<file path="src/rtl/svm_sequencer.sv">
// svm_sequencer: sequences one query vector through a NUM_FEAT-stage MAC chain
// against NUM_SV support vectors streamed from a 1-cycle-latency SV memory.
// Latency: accept in cycle a, res_valid first high in cycle a+NUM_SV+NUM_FEAT+2.
// Backpressure: in_ready only in IDLE; res/res_valid held until res_ready.
//
// Ports:
//   clk, rst                 clock, asynchronous active-high reset
//   in_valid/in_ready        query handshake, in_vector sampled on accept
//   sv_rd/sv_addr/sv_data    SV memory port, sv_data valid the cycle after sv_rd
//   chain_vector             query to stage 0 curr_vector_in
//   chain_accum_in           seed to stage 0 accum_in
//   chain_sv[k]              SV element k to stage k, skewed by k cycles
//   chain_start/chain_last   per-stage start_inner/last_inner, skewed by k cycles
//   chain_accum_out          final stage accum_out
//   res_valid/res_ready/res  result handshake
//
// Optional feature: define SVM_SEQ_BIAS_EN to seed the chain with BIAS
// (sign-extended) instead of zero.

module svm_sequencer #(
    parameter int DATA_SIZE    = 32,
    parameter int ACCUM_SIZE   = 64,
    parameter int NUM_FEAT     = 2,
    parameter int NUM_SV       = 4,
    parameter int SV_ADDR_SIZE = 8,
    parameter int BIAS         = 0
) (
    input  logic                                clk,
    input  logic                                rst,
    input  logic                                in_valid,
    output logic                                in_ready,
    input  logic [NUM_FEAT-1:0][DATA_SIZE-1:0]  in_vector,
    output logic                                sv_rd,
    output logic [SV_ADDR_SIZE-1:0]             sv_addr,
    input  logic [NUM_FEAT-1:0][DATA_SIZE-1:0]  sv_data,
    output logic [NUM_FEAT-1:0][DATA_SIZE-1:0]  chain_vector,
    output logic [ACCUM_SIZE-1:0]               chain_accum_in,
    output logic [NUM_FEAT-1:0][DATA_SIZE-1:0]  chain_sv,
    output logic [NUM_FEAT-1:0]                 chain_start,
    output logic [NUM_FEAT-1:0]                 chain_last,
    input  logic [ACCUM_SIZE-1:0]               chain_accum_out,
    output logic                                res_valid,
    input  logic                                res_ready,
    output logic [ACCUM_SIZE-1:0]               res
);

    typedef enum logic [1:0] {
        IDLE  = 2'd0,
        FEED  = 2'd1,
        DRAIN = 2'd2,
        DONE  = 2'd3
    } state_t;

    // Drain counter counts 0..NUM_FEAT.
    localparam int CNT_W = $clog2(NUM_FEAT + 2);
    localparam logic [SV_ADDR_SIZE-1:0] LAST_ADDR = SV_ADDR_SIZE'(NUM_SV - 1);
    localparam logic [CNT_W-1:0]        DRAIN_END = CNT_W'(NUM_FEAT);

    state_t                               state;
    logic [CNT_W-1:0]                     drain_cnt;
    logic                                 rd_q;        // sv_rd delayed: sv_data is valid
    logic [NUM_FEAT-1:0]                  start_sr;
    logic [NUM_FEAT-1:0]                  last_sr;
    logic [NUM_FEAT-1:0][DATA_SIZE-1:0]   query_q;
    logic [NUM_FEAT-1:0][DATA_SIZE-1:0]   sv_gated;

    wire accept = (state == IDLE) && in_valid && in_ready;

    always_ff @(posedge clk or posedge rst) begin
        if (rst) begin
            state     <= IDLE;
            in_ready  <= 1'b1;
            sv_rd     <= 1'b0;
            sv_addr   <= '0;
            drain_cnt <= '0;
            rd_q      <= 1'b0;
            start_sr  <= '0;
            last_sr   <= '0;
            query_q   <= '0;
            res_valid <= 1'b0;
            res       <= '0;
        end else begin
            rd_q <= sv_rd;
            // Stage-0 strobes are registered copies of sv_rd qualified by the
            // address being read, so they line up with the returned row.
            start_sr[0] <= sv_rd && (sv_addr == '0);
            last_sr[0]  <= sv_rd && (sv_addr == LAST_ADDR);
            for (int k = 1; k < NUM_FEAT; k++) begin
                start_sr[k] <= start_sr[k-1];
                last_sr[k]  <= last_sr[k-1];
            end

            case (state)
                IDLE: begin
                    if (accept) begin
                        query_q  <= in_vector;
                        in_ready <= 1'b0;
                        sv_rd    <= 1'b1;
                        sv_addr  <= '0;
                        state    <= FEED;
                    end
                end
                FEED: begin
                    if (sv_addr == LAST_ADDR) begin
                        sv_rd     <= 1'b0;
                        sv_addr   <= '0;
                        drain_cnt <= '0;
                        state     <= DRAIN;
                    end else begin
                        sv_addr <= sv_addr + SV_ADDR_SIZE'(1);
                    end
                end
                DRAIN: begin
                    // Last row leaves the final stage NUM_FEAT cycles after
                    // it enters stage 0; capture on the last drain cycle.
                    if (drain_cnt == DRAIN_END) begin
                        res       <= chain_accum_out;
                        res_valid <= 1'b1;
                        state     <= DONE;
                    end else begin
                        drain_cnt <= drain_cnt + CNT_W'(1);
                    end
                end
                DONE: begin
                    if (res_ready) begin
                        res_valid <= 1'b0;
                        in_ready  <= 1'b1;
                        query_q   <= '0;
                        state     <= IDLE;
                    end
                end
                default: state <= IDLE;
            endcase
        end
    end

    // Memory output is only meaningful while a row is in flight; forcing it to
    // zero otherwise keeps chain_sv quiet in idle and after reset.
    assign sv_gated = rd_q ? sv_data : '0;

    assign chain_sv[0] = sv_gated[0];

    // Element k travels through a k-deep delay line to reach stage k.
    for (genvar k = 1; k < NUM_FEAT; k++) begin : g_skew
        logic [k-1:0][DATA_SIZE-1:0] dl;

        always_ff @(posedge clk or posedge rst) begin
            if (rst) begin
                dl <= '0;
            end else begin
                dl[0] <= sv_gated[k];
                for (int i = 1; i < k; i++) begin
                    dl[i] <= dl[i-1];
                end
            end
        end

        assign chain_sv[k] = dl[k-1];
    end

    assign chain_start  = start_sr;
    assign chain_last   = last_sr;
    assign chain_vector = query_q;

`ifdef SVM_SEQ_BIAS_EN
    logic [ACCUM_SIZE-1:0] accum_q;

    always_ff @(posedge clk or posedge rst) begin
        if (rst) begin
            accum_q <= '0;
        end else if (accept) begin
            accum_q <= ACCUM_SIZE'(signed'(BIAS));
        end else if (state == DONE && res_ready) begin
            accum_q <= '0;
        end
    end

    assign chain_accum_in = accum_q;
`else
    assign chain_accum_in = '0;
`endif

endmodule
</file>
<file path="config.mk">
export PLATFORM = sky130hd
export DESIGN_NAME = svm_sequencer
export DESIGN_NICKNAME = d
export VERILOG_FILES = /design/src/rtl/svm_sequencer.sv
export SDC_FILE = /design/constraint.sdc
export NUM_CORES = 1
export LEC_CHECK = 0
export ABC_AREA = 1
export CORE_ASPECT_RATIO = 0.7
export CORE_MARGIN = 8
export CORE_UTILIZATION = 30
export DETAILED_ROUTE_END_ITERATION = 12
export PLACE_DENSITY = 0.69
export SLEW_MARGIN = 20
export SYNTH_ARGS = -nofsm -noshare
export SYNTH_HDL_FRONTEND = slang
export SYNTH_SLANG_ARGS = --single-unit
</file>
<file path="constraint.sdc">
create_clock -name clk -period 7.75 [get_ports clk]
set_input_delay 1.1625 -clock clk [delete_from_list [all_inputs] [get_ports clk]]
set_output_delay 1.1625 -clock clk [all_outputs]
set_load 0.01 [all_outputs]
</file>
# Yosys cells after proc, flatten, opt, wreduce, memory -nomap -nowiden
# Cells that the tools add are included.
dict set report classes {
  add_sub_neg 2
  n_eq_ne 10
  muxes 24
  n_reduce_logical 17
}
# operator count
set ops {}
lappend ops {{$mux W64} 3}
lappend ops {{$pmux W64 S2} 1}
lappend ops {{$mux W8} 2}
lappend ops {{$pmux W8 S2} 1}
lappend ops {{$mux W2} 6}
lappend ops {{$reduce_and A3 Y1} 4}
lappend ops {{$ne A2 B2 Y1 const B} 5}
lappend ops {{$add A8 B1 Y8 const B} 1}
lappend ops {{$eq A8 B2 Y1 const B} 1}
lappend ops {{$logic_not A8 Y1} 1}
lappend ops {{$pmux W2 S4} 1}
lappend ops {{$reduce_bool A2 Y1} 4}
lappend ops {{$eq A2 B2 Y1 const B} 3}
lappend ops {{$mux W1} 6}
lappend ops {{$pmux W1 S2} 3}
lappend ops {{$logic_and A1 B1 Y1} 4}
lappend ops {{$pmux W2 S2} 1}
lappend ops {{$reduce_and A2 Y1} 2}
lappend ops {{$reduce_and A4 Y1} 1}
lappend ops {{$add A2 B1 Y2 const B} 1}
lappend ops {{$eq A2 B1 Y1 const B} 1}
lappend ops {{$logic_not A2 Y1} 1}
dict set report totals {
  register_bits 180
  in_bits 196
  out_inout_bits 271
  word_cells 66
}

# Longest topological paths before layout
# Gate-level depths: netlist (run 1).
dict set report depth {
  ltp_word 5
  ltp_mapped 10
  depth_no_buf 9
}

# Worst setup path before layout (run 1)
# Ideal clock, no wire load.
dict set report synth_timing {
  path_kind {input to output}
  startpoint {input sv_data[10] (netlist bit)}
  endpoint {output chain_sv[10] (netlist bit)}
  arrival_time_ns 1.364
  required_ns 6.588
  setup_slack_ns 5.223
  path_stages 3
  path_buffers 1
  cell_sequence {nand2_1 > inv_1 > buf_4}
}
# item line
set synth_rtl {}
lappend synth_rtl {{from (decl)} 35} ;# input logic [NUM_FEAT-1:0][DATA_SIZE-1:0] sv_data,
lappend synth_rtl {{to (decl)} 38} ;# output logic [NUM_FEAT-1:0][DATA_SIZE-1:0] chain_sv,

==> results of run 1 <==
==> through the flow <==
stage | power [mW] | util [%] | area [um^2] | setup slack, ns
global route | 2.13 | 47.1 | 12600 | 4.17
floorplan | 1.06 | - | 8340 | 1.70
global placement | 1.18 | 44.8 | 11900 | 4.23
CTS | 2.08 | 47.0 | 12500 | 4.23
detailed placement | 1.19 | 44.8 | 11900 | 4.24
finish | 2.05 | 47.1 | 12600 | 4.24
==> registers in the layout (all words and copies together) (netlist names), 2 cells and up <==
register	flops
chain_vector	64
res	64
g_skew.dl	32
sv_addr	8
chain_last	2
chain_start	2
drain_cnt	2
state	2
==> cell usage in the layout, fill, tap and decap left out <==
| cell | count |
|---|---|
| a21oi_1 | 1 |
| buf_12 | 1 |
| buf_4 | 5 |
| bufinv_16 | 1 |
| clkbuf_16 | 17 |
| clkdlybuf4s50_1 | 402 |
| clkinv_2 | 1 |
| clkinv_4 | 1 |
| clkinv_8 | 2 |
| clkinvlp_4 | 3 |
| conb_1 | 64 |
| dfrtp_1 | 178 |
| dfrtp_2 | 1 |
| dfstp_2 | 1 |
| diode_2 | 1 |
| ha_1 | 8 |
| inv_1 | 81 |
| inv_2 | 1 |
| inv_6 | 4 |
| inv_8 | 4 |
| mux2_2 | 25 |
| mux2_4 | 39 |
| nand2_1 | 304 |
| nand2_2 | 1 |
| nand2_4 | 1 |
| nand3_1 | 8 |
| nand4_1 | 8 |
| nor2_1 | 14 |
| nor2_4 | 1 |
| o21a_1 | 1 |
| o21ai_0 | 8 |
| o22ai_1 | 1 |
| or2_2 | 2 |
| xor2_1 | 1 |
==> logic make-up after synthesis <==
group	count (synthesis)	share of synthesized area, %
other	1	0.0463
adder cells (fa/ha/maj)	8	1.24
flip-flops	180	55.6
buffers and inverters	208	15.3
XOR/XNOR	1	0.108
AO/OA/AOI/OAI	11	0.726
multiplexers	64	10.7
AND/OR/NAND/NOR	339	16.3
==> power breakdown <==
| part | total (mW) | internal, mW | switching [mW] |
|---|---|---|---|
| logic | 0.204 | 0.133 | 0.0713 |
| clock network | 0.878 | 0.459 | 0.418 |
| registers | 0.965 | 0.955 | 0.00908 |
==> worst reg2reg max path, delay by kind of cell (launching register included) <==
kind	cells	cell delay [ns]
compound gates	1	0.29
buf+inv	2	0.93
flops	1	0.41
fa+ha+maj	1	0.31
simple gates	4	0.30
==> path summary, 6_finish.rpt <==
kind | startpoint | to | slack [ns] | cells after the start
max | sv_data[19] | chain_sv[19] | 4.24 | 4
min | chain_last[0] | chain_last[1] | 0.38 | 0
max reg2reg | state[0] | drain_cnt[0] | 5.41 | 8
min reg2reg | chain_last[0] | chain_last[1] | 0.38 | 0
max in group asynchronous | rst | chain_vector[20] | 5.16 | 4
min in group asynchronous | rst | res[2] | 1.24 | 2
==> cell usage after synthesis <==
library cell  instances  area share, %
nand2_1             305             14
dfrtp_1             179             55
buf_4                96            8.9
inv_1                82            3.8
mux2_4               39            7.2
mux2_2               25            3.5
nor2_1               14           0.65
buf_2                11           0.68
buf_6                11            1.5
ha_1                  8            1.2
nand3_1               8           0.49
nand4_1               8           0.62
o21ai_0               8           0.49
clkbuf_1              7           0.32
or2_2                 2           0.15
a21oi_1               1          0.062
conb_1                1          0.046
dfstp_2               1           0.32
inv_2                 1          0.046
nand2_2               1          0.077
nor2_4                1           0.14
o21a_1                1          0.093
o22ai_1               1          0.077
xor2_1                1           0.11
==> layout make-up <==
| type | count | area [um^2] |
|---|---|---|
| fillers | 2521 | 14100 |
| clock inverters | 15 | 168 |
| clock buffers | 17 | 425 |
| flip-flops and latches | 180 | 4510 |
| well taps | 364 | 455 |
| diodes | 1 | 2.50 |
| repair buffers | 408 | 4080 |
| multi-input cells | 487 | 2600 |
| inverters | 83 | 319 |
==> layer usage <==
metal | vias to the layer above | share of wire [%] | global-route usage (%)
li1 | 3024 | - | -
met1 | 3020 | 40 | 17.7
met2 | 230 | 49 | 26.5
met3 | 16 | 9.8 | 6.31
met4 | 0 | 1.2 | 3.97
met5 | - | 0 | 0
==> qor.txt, run 1 <==
Vias in the first global route = 6539
CP max FO = 1
Dpl cells = 1521
Setup CP Type = in -> out
Power Density = 163 nW/um^2
I/O Buffers = 402
Final period util = 45.3%
Buffers & Inverters on Critical Path = 3
Pleak = 6.39 nW
Slew of the pin with the lowest slew margin = 1.10 ns
Min-Delay Path Class = reg -> reg
Vias per cell = 4.05
Final hold slack = 0.376 ns
Post-Syn Instances = 812
Number of max-cap violations = 0
Gr usage total = 15.5%
CTS hold repair buffers = 0
Worst EP required = 6.59 ns
Clock Tree Root = clkbuf_16
Seq cells post-synth = 180
DP Wirelength = 20100 um
Yosys Warn Count = 0
Postcts setup bufs = 0
CTS resizes = 0
Sequential element share of the synthesized area = 55.6%
Core Box Area = 26700 um^2
Initial antenna violation count = 1
CP startpoint kind = primary input
Critical Path Most Common Cell = clkdlybuf4s50_1
Vias = 6290
Mapped Area = 8100 um^2
Peak supply drop = 0.137 mV
Cell variety after synth = 24
Final ANT Viol Nets = 0
Unrepaired setup endpoints after global routing = no
IO Pins = 467
Die height = 153 um
Fin cells = 1555
Average size of a mapped cell = 9.97 um^2
H-tree depth = 4
CTS tree = built
Share of layout cells above drive strength 1 = 9.33%
Final net count = 1381
Synth-to-Final Area Change = 55.1%
Iteration-0 DRC Markers = 360
First-pass GRT wire length = 39300 um
Fin. Hold Viols = 0
WL final = 26200 um
CTS clk-pin slew, worst paths = 0.07 ns
Initial core utilization = 30.4%
Router iterations before antenna repair = 4
Fin. max-slew vios = 0
Clk buf depth = 2
Post-Route Setup TNS = 0 ns
Gpl congestion = 0.824
Clock sink count = 180
Critical path arrival = 2.35 ns
Critical-path top delay cell = clkdlybuf4s50_1
Final setup violating endpoints = 0
DRC viols = 0
Cts bufs inserted = 17
FP Rows = 50
CP top delay family = buffers and inverters
Maximum clock frequency = 285 MHz
Die W = 212 um
CP peak stage delay = 0.53 ns
Largest net degree at the start of global routing = 105
Slew headroom = 26.5%
Grt ovf = 0
Post-layout min period = 3.51 ns
Critical path, cell by cell = clkdlybuf4s50_1 > nand2_1 > inv_1 > clkdlybuf4s50_1
Critical Path Sink Type = primary output
Die ar. = 32600 um^2
Clk Latency, worst-skew pair = 0.43 ns
Routed length per instance = 16.8 um
Clk_skew = 0.00949 ns
Outcome = finished, final reports clean
Note: power is estimated with default switching activity, not from simulation.
==> run 2, diff against run 1 <==
clock period = 3.3 ns   (was 7.75 ns; I/O delays follow)
==> run 2 against run 1 <==
Against the previous run:
- core utilization increased by 0.45 points
- global-route usage increased by 0.38 points
- first-iteration DRC count increased by 11%
- sequential share of layout area decreased by 0.34 points
- critical endpoint is now chain_sv[25]
- largest cell class unchanged
==> qor.txt, run 2 (synthesis gave the netlist of run 1 again) <==
Die W = 212 um (unchanged)
Post-layout min period = 2.61 ns
Outcome = finished, final reports clean
Grt ovf = 0 (unchanged)
Gr usage total = 15.9% (+0.38 points)
Post-Route Setup TNS = 0 ns (unchanged)
Pleak = 6.44 nW (+0.89%)
Share of layout cells above drive strength 1 = 9.56% (+0.23 points)
Min-Delay Path Class = reg -> reg
Synth-to-Final Area Change = 56.5%
Postcts setup bufs = 0 (unchanged)
Core Box Area = 26700 um^2 (unchanged)
Router iterations before antenna repair = 4 (unchanged)
CTS resizes = 0 (unchanged)
Fin. max-slew vios = 0 (unchanged)
Initial antenna violation count = 2 (+1)
Vias per cell = 4.03 (-0.43%)
Final setup violating endpoints = 0 (unchanged)
Maximum clock frequency = 383 MHz
CTS clk-pin slew, worst paths = 0.07 ns (about the same)
Unrepaired setup endpoints after global routing = no
CP startpoint kind = register
I/O Buffers = 402 (unchanged)
Final ANT Viol Nets = 0 (unchanged)
Met2 Use GR = 25.8% (-0.75 points)
H-tree depth = 4 (unchanged)
Final hold slack = 0.392 ns (+0.0164 ns)
Number of max-cap violations = 0 (unchanged)
Setup CP Type = reg -> out
Iteration-0 DRC Markers = 401 (+11%)
Largest net degree at the start of global routing = 83 (-21%)
Clock sink count = 180 (unchanged)
Met3 usage = 7.70% (+1.4 points)
CTS tree = built
DP Wirelength = 20800 um (+3.2%)
Final net count = 1384 (+0.22%)
Critical Path Sink Type = primary output
Die ar. = 32600 um^2 (unchanged)
Clk Latency, worst-skew pair = 0.43 ns (about the same)
IO Pins = 467 (unchanged)
Die height = 153 um (unchanged)
Routed length per instance = 17.1 um (+1.5%)
Peak supply drop = 0.291 mV (+110%)
Power Density = 395 nW/um^2 (+140%)
Placed inst area = 12000 um^2 (+0.64%)
Clk buf depth = 2 (unchanged)
CTS hold repair buffers = 0 (unchanged)
Busiest grt layer = met2
Cts bufs inserted = 17 (unchanged)
Worst EP required = 2.80 ns (-3.79 ns)
Gpl congestion = 0.832 (+0.97%)
Most frequent cells in the layout = 402 x clkdlybuf4s50_1, 304 x nand2_1, 178 x dfrtp_1, 81 x inv_1, 64 x conb_1
Vias in the first global route = 6608 (+1.1%)
Slew headroom = 35.2% (+8.7 points)
Clock Tree Root = clkbuf_16
Most common cell after layout, fill and taps aside = clkdlybuf4s50_1
Pre-CTS setup slack = 0.739 ns (-3.50 ns)
First-pass GRT wire length = 39900 um (+1.6%)
Met1 Usage GRT = 18.6% (+0.84 points)
Vias = 6275 (-0.24%)
Fin. Hold Viols = 0 (unchanged)
WL final = 26600 um (+1.7%)
Fin area = 12700 um^2 (+0.96%)
CP max FO = 46 (+45)
Final period util = 79.1%
Initial core utilization = 30.4% (unchanged)
Clk_skew = 0.00696 ns (-0.00254 ns)
FP Rows = 50 (unchanged)
Final WS setup = 0.691 ns (-3.55 ns)
Critical path arrival = 2.11 ns (-0.24 ns)
Final core occ = 47.6% (+0.45 points)
Slew of the pin with the lowest slew margin = 0.969 ns (-0.134 ns)
DRC viols = 0 (unchanged)
-- run 2: changes by cell type in the layout (fill, tap and decap cells not counted) --
cell and change:
clkinv_8 -2, clkbuf_8 +3, inv_8 -3, buf_12 +3
clkinv_2 -1, bufinv_16 +3
-- run 2: metal layers --
layer | wire, um | vias to the layer above
met3 | 2960 | 23
met1 | 10800 | 2955
met5 | 13 | -
met2 | 12500 | 257
met4 | 339 | 2
li1 | - | 3038
-- run 2: worst max-delay path: stages (launching register included) --
cell             delay, ns
dfrtp_2               0.89
nand2_1               0.10
inv_1                 0.09
clkdlybuf4s50_1       0.58
-- run 2: worst paths after layout --
kind	to	cells past startpoint	from	slack, ns
min in group asynchronous	res[36]	2	rst	0.47
max reg2reg	chain_vector[5]	8	state[0]	1.01
max in group asynchronous	rd_q	3	rst	1.99
min	chain_start[1]	0	chain_start[0]	0.39
max	chain_sv[25]	3	rd_q	0.69
min reg2reg	chain_start[1]	0	chain_start[0]	0.39
-- run 2: stage by stage --
| step | total power [mW] | std cells |
|---|---|---|
| finish | 5.01 | 1558 |
| global route | 5.21 | 1558 |
| CTS | 5.08 | 1557 |
| detailed placement | 2.79 | 1525 |
| global placement | 2.78 | 1525 |
| floorplan | 2.50 | 875 |
-- run 2: power by group --
part | switching [mW] | total, mW | internal [mW]
Combinational | 0.169 | 0.482 | 0.313
Clock | 0.912 | 2.26 | 1.35
Sequential | 0.0225 | 2.27 | 2.25
-- run 2: layout make-up --
| type | count | area (um^2) |
|---|---|---|
| Fill cell | 2473 | 14000 |
| Sequential cell | 180 | 4510 |
| Clock buffer | 20 | 467 |
| Tap cell | 364 | 455 |
| Inverter | 83 | 315 |
| Antenna cell | 1 | 2.50 |
| Timing Repair Buffer | 411 | 4140 |
| Clock inverter | 12 | 190 |
| Multi-Input combinational cell | 487 | 2600 |
==> run 3, diff against run 2 <==
PLACE_DENSITY = 0.71   (was 0.69)
clock period = 2.16 ns   (was 3.3 ns; I/O delays follow)
==> run 3 against run 2 <==
Against the previous run:
- register-to-register slack worse by 0.65 ns
- final area up 0.33%
- global-route usage fell by 0.086 points
- die area unchanged
- total power grew 44%
- setup slack got worse by 0.58 ns
- first-iteration DRC count down 15%
- non-clock buffer count rose by 5
- clock-buffer cell count decreased by 2
- clock power rose by 33%
- sequential power is 52% higher
- core utilization up 0.15 points
- critical path type unchanged
- largest cell class unchanged
==> qor.txt, run 3 (synthesis gave the netlist of run 1 again) <==
R2r setup slk = 0.36 ns (-0.65 ns)
CTS tree = built
CP startpoint kind = register
Gpl congestion = 0.830 (-0.16%)
Most frequent cells in the layout = 396 x clkdlybuf4s50_1, 304 x nand2_1, 178 x dfrtp_1, 81 x inv_1, 64 x conb_1
Grt ovf = 0 (unchanged)
Reg-to-Reg End = chain_vector[38]
Critical Path Sink Type = primary output
DP Wirelength = 20600 um (-0.94%)
Min-Delay Path Class = in -> async
Post-layout min period = 2.05 ns
Die height = 153 um (unchanged)
IO Pins = 467 (unchanged)
Gr usage total = 15.8% (-0.086 points)
Peak supply drop = 0.489 mV (+68%)
Die ar. = 32600 um^2 (unchanged)
Clock sink count = 180 (unchanged)
Unrepaired setup endpoints after global routing = no
Number of max-cap violations = 0 (unchanged)
H-tree depth = 4 (unchanged)
Final setup violating endpoints = 0 (unchanged)
Outcome = finished, final reports clean
Largest net degree at the start of global routing = 72 (-13%)
Maximum clock frequency = 487 MHz
Router iterations before antenna repair = 4 (unchanged)
Vias = 6337 (+0.99%)
WL final = 26600 um (about the same)
Final net count = 1389 (+0.36%)
Dpl cells = 1527 (+0.13%)
Worst EP required = 1.84 ns (-0.96 ns)
Clk_skew = 0.0105 ns (+0.00350 ns)
Post-Route Setup TNS = 0 ns (unchanged)
Critical path, cell by cell = buf_12 > nand2_1 > inv_1 > clkdlybuf4s50_1
Multi-input logic area = 2600 um^2 (unchanged)
FP Rows = 50 (unchanged)
Cts bufs inserted = 17 (unchanged)
RR Startpoint = state[0]
Sequential Area = 4510 um^2 (unchanged)
Fin. max-slew vios = 0 (unchanged)
Initial antenna violation count = 2 (unchanged)
Worst Reg-to-Reg Cells = 9 (+1)
Fin. Hold Viols = 0 (unchanged)
Share of layout cells above drive strength 1 = 9.85% (+0.29 points)
Most common cell after layout, fill and taps aside = clkdlybuf4s50_1
Initial core utilization = 30.4% (unchanged)
Core Box Area = 26700 um^2 (unchanged)
CP max FO = 16 (-65%)
CTS clk-pin slew, worst paths = 0.08 ns (about the same)
First-pass GRT wire length = 39900 um (about the same)
DRC viols = 0 (unchanged)
Iteration-0 DRC Markers = 340 (-15%)
Clk buf depth = 2 (unchanged)
Synth-to-Final Area Change = 57.1%
Clock Tree Root = clkbuf_16
Pleak = 6.52 nW (+1.2%)
Vias in the first global route = 6638 (+0.45%)
I/O Buffers = 402 (unchanged)
Routed length per instance = 17.0 um (-0.23%)
Vias per cell = 4.06 (+0.73%)
Fin cells = 1562 (+0.26%)
ANT cells = 0 (-1)
Fillers = 2483 (+0.40%)
Clk Latency, worst-skew pair = 0.43 ns (about the same)
CP peak stage delay = 0.53 ns (-0.36 ns)
Final ANT Viol Nets = 0 (unchanged)
Critical-path top delay cell = clkdlybuf4s50_1
Power Density = 566 nW/um^2 (+43%)
Final period util = 95.0%
Setup CP Type = reg -> out
Critical path arrival = 1.73 ns (-0.38 ns)
Die W = 212 um (unchanged)
-- run 3: cell types whose count changed in the layout (fill, tap and decap cells not counted), sizes merged --
cell           delta
bufbuf            +1
clkinvlp          +2
diode             -1
clkdlybuf4s50     -6
dlymetal6s2s      +3
bufinv            -4
clkinv            +2
buf               +3
inv               +2
dlygate4sd2       +3
clkbuf            -1
-- run 3: what timing repair did --
item,in CTS,in global routing
gates cloned,1,1
resized for setup,3,3
setup endpoints to repair,7,17
hold buffers,0,0
setup buffers,0,1
-- run 3: worst max-delay path: cells and delay by family (launching register included) --
kind / cells / cell delay, ns
flops: 1 / 0.44
buf+inv: 3 / 0.76
simple gates: 1 / 0.09
-- run 3: area by class of cell --
type / instances / area share [%]
well taps: 364 / 3.58
flip-flops and latches: 180 / 35.4
clock inverters: 14 / 1.08
clock buffers: 18 / 3.37
multi-input cells: 487 / 20.4
repair buffers: 416 / 33.6
inverters: 83 / 2.48
-- run 3: layer usage --
layer | track usage [%] | vias up | part of all wire (%)
li1 | - | 3046 | -
met1 | 18.7 | 3021 | 41
met2 | 26.1 | 246 | 48
met3 | 6.91 | 20 | 11
met4 | 3.64 | 4 | 0.98
met5 | 0 | - | 0.10
-- run 3: how the worst max path moves through the flow --
stage,start,endpoint,slack (ns)
6_report,rd_q,chain_sv[21],0.11
5_1_grt,rd_q,chain_sv[9],0.01
4_1_cts,rd_q,chain_sv[14],0.002
3_5_place_dp,in_valid,chain_vector[38],0.26
3_3_place_gp,in_valid,chain_vector[43],0.30
2_1_floorplan,rst,chain_last[0],-0.47
-- run 3: power breakdown --
group          internal, mW  switching, mW  leakage [nW]
logic                 0.481          0.254          3.90
clock network          1.53           1.48         0.266
registers              3.43         0.0321          2.36
-- run 3: stage by stage --
| stage | hold WS, ns | instance area, um^2 | total power [mW] | worst slack (ns) | util (%) |
|---|---|---|---|---|---|
| 6_report | 0.232 | 12700 | 7.20 | 0.108 | 47.7 |
| 5_1_grt | 0.212 | 12700 | 7.52 | 0.00961 | 47.7 |
| 4_1_cts | 0.206 | 12700 | 7.34 | 0.00167 | 47.6 |
| 3_5_place_dp | 0.379 | 12100 | 4.26 | 0.262 | 45.3 |
| 3_3_place_gp | 0.364 | 12100 | 4.25 | 0.300 | 45.3 |
| 2_1_floorplan | 0.416 | 8340 | 3.81 | -0.472 | - |
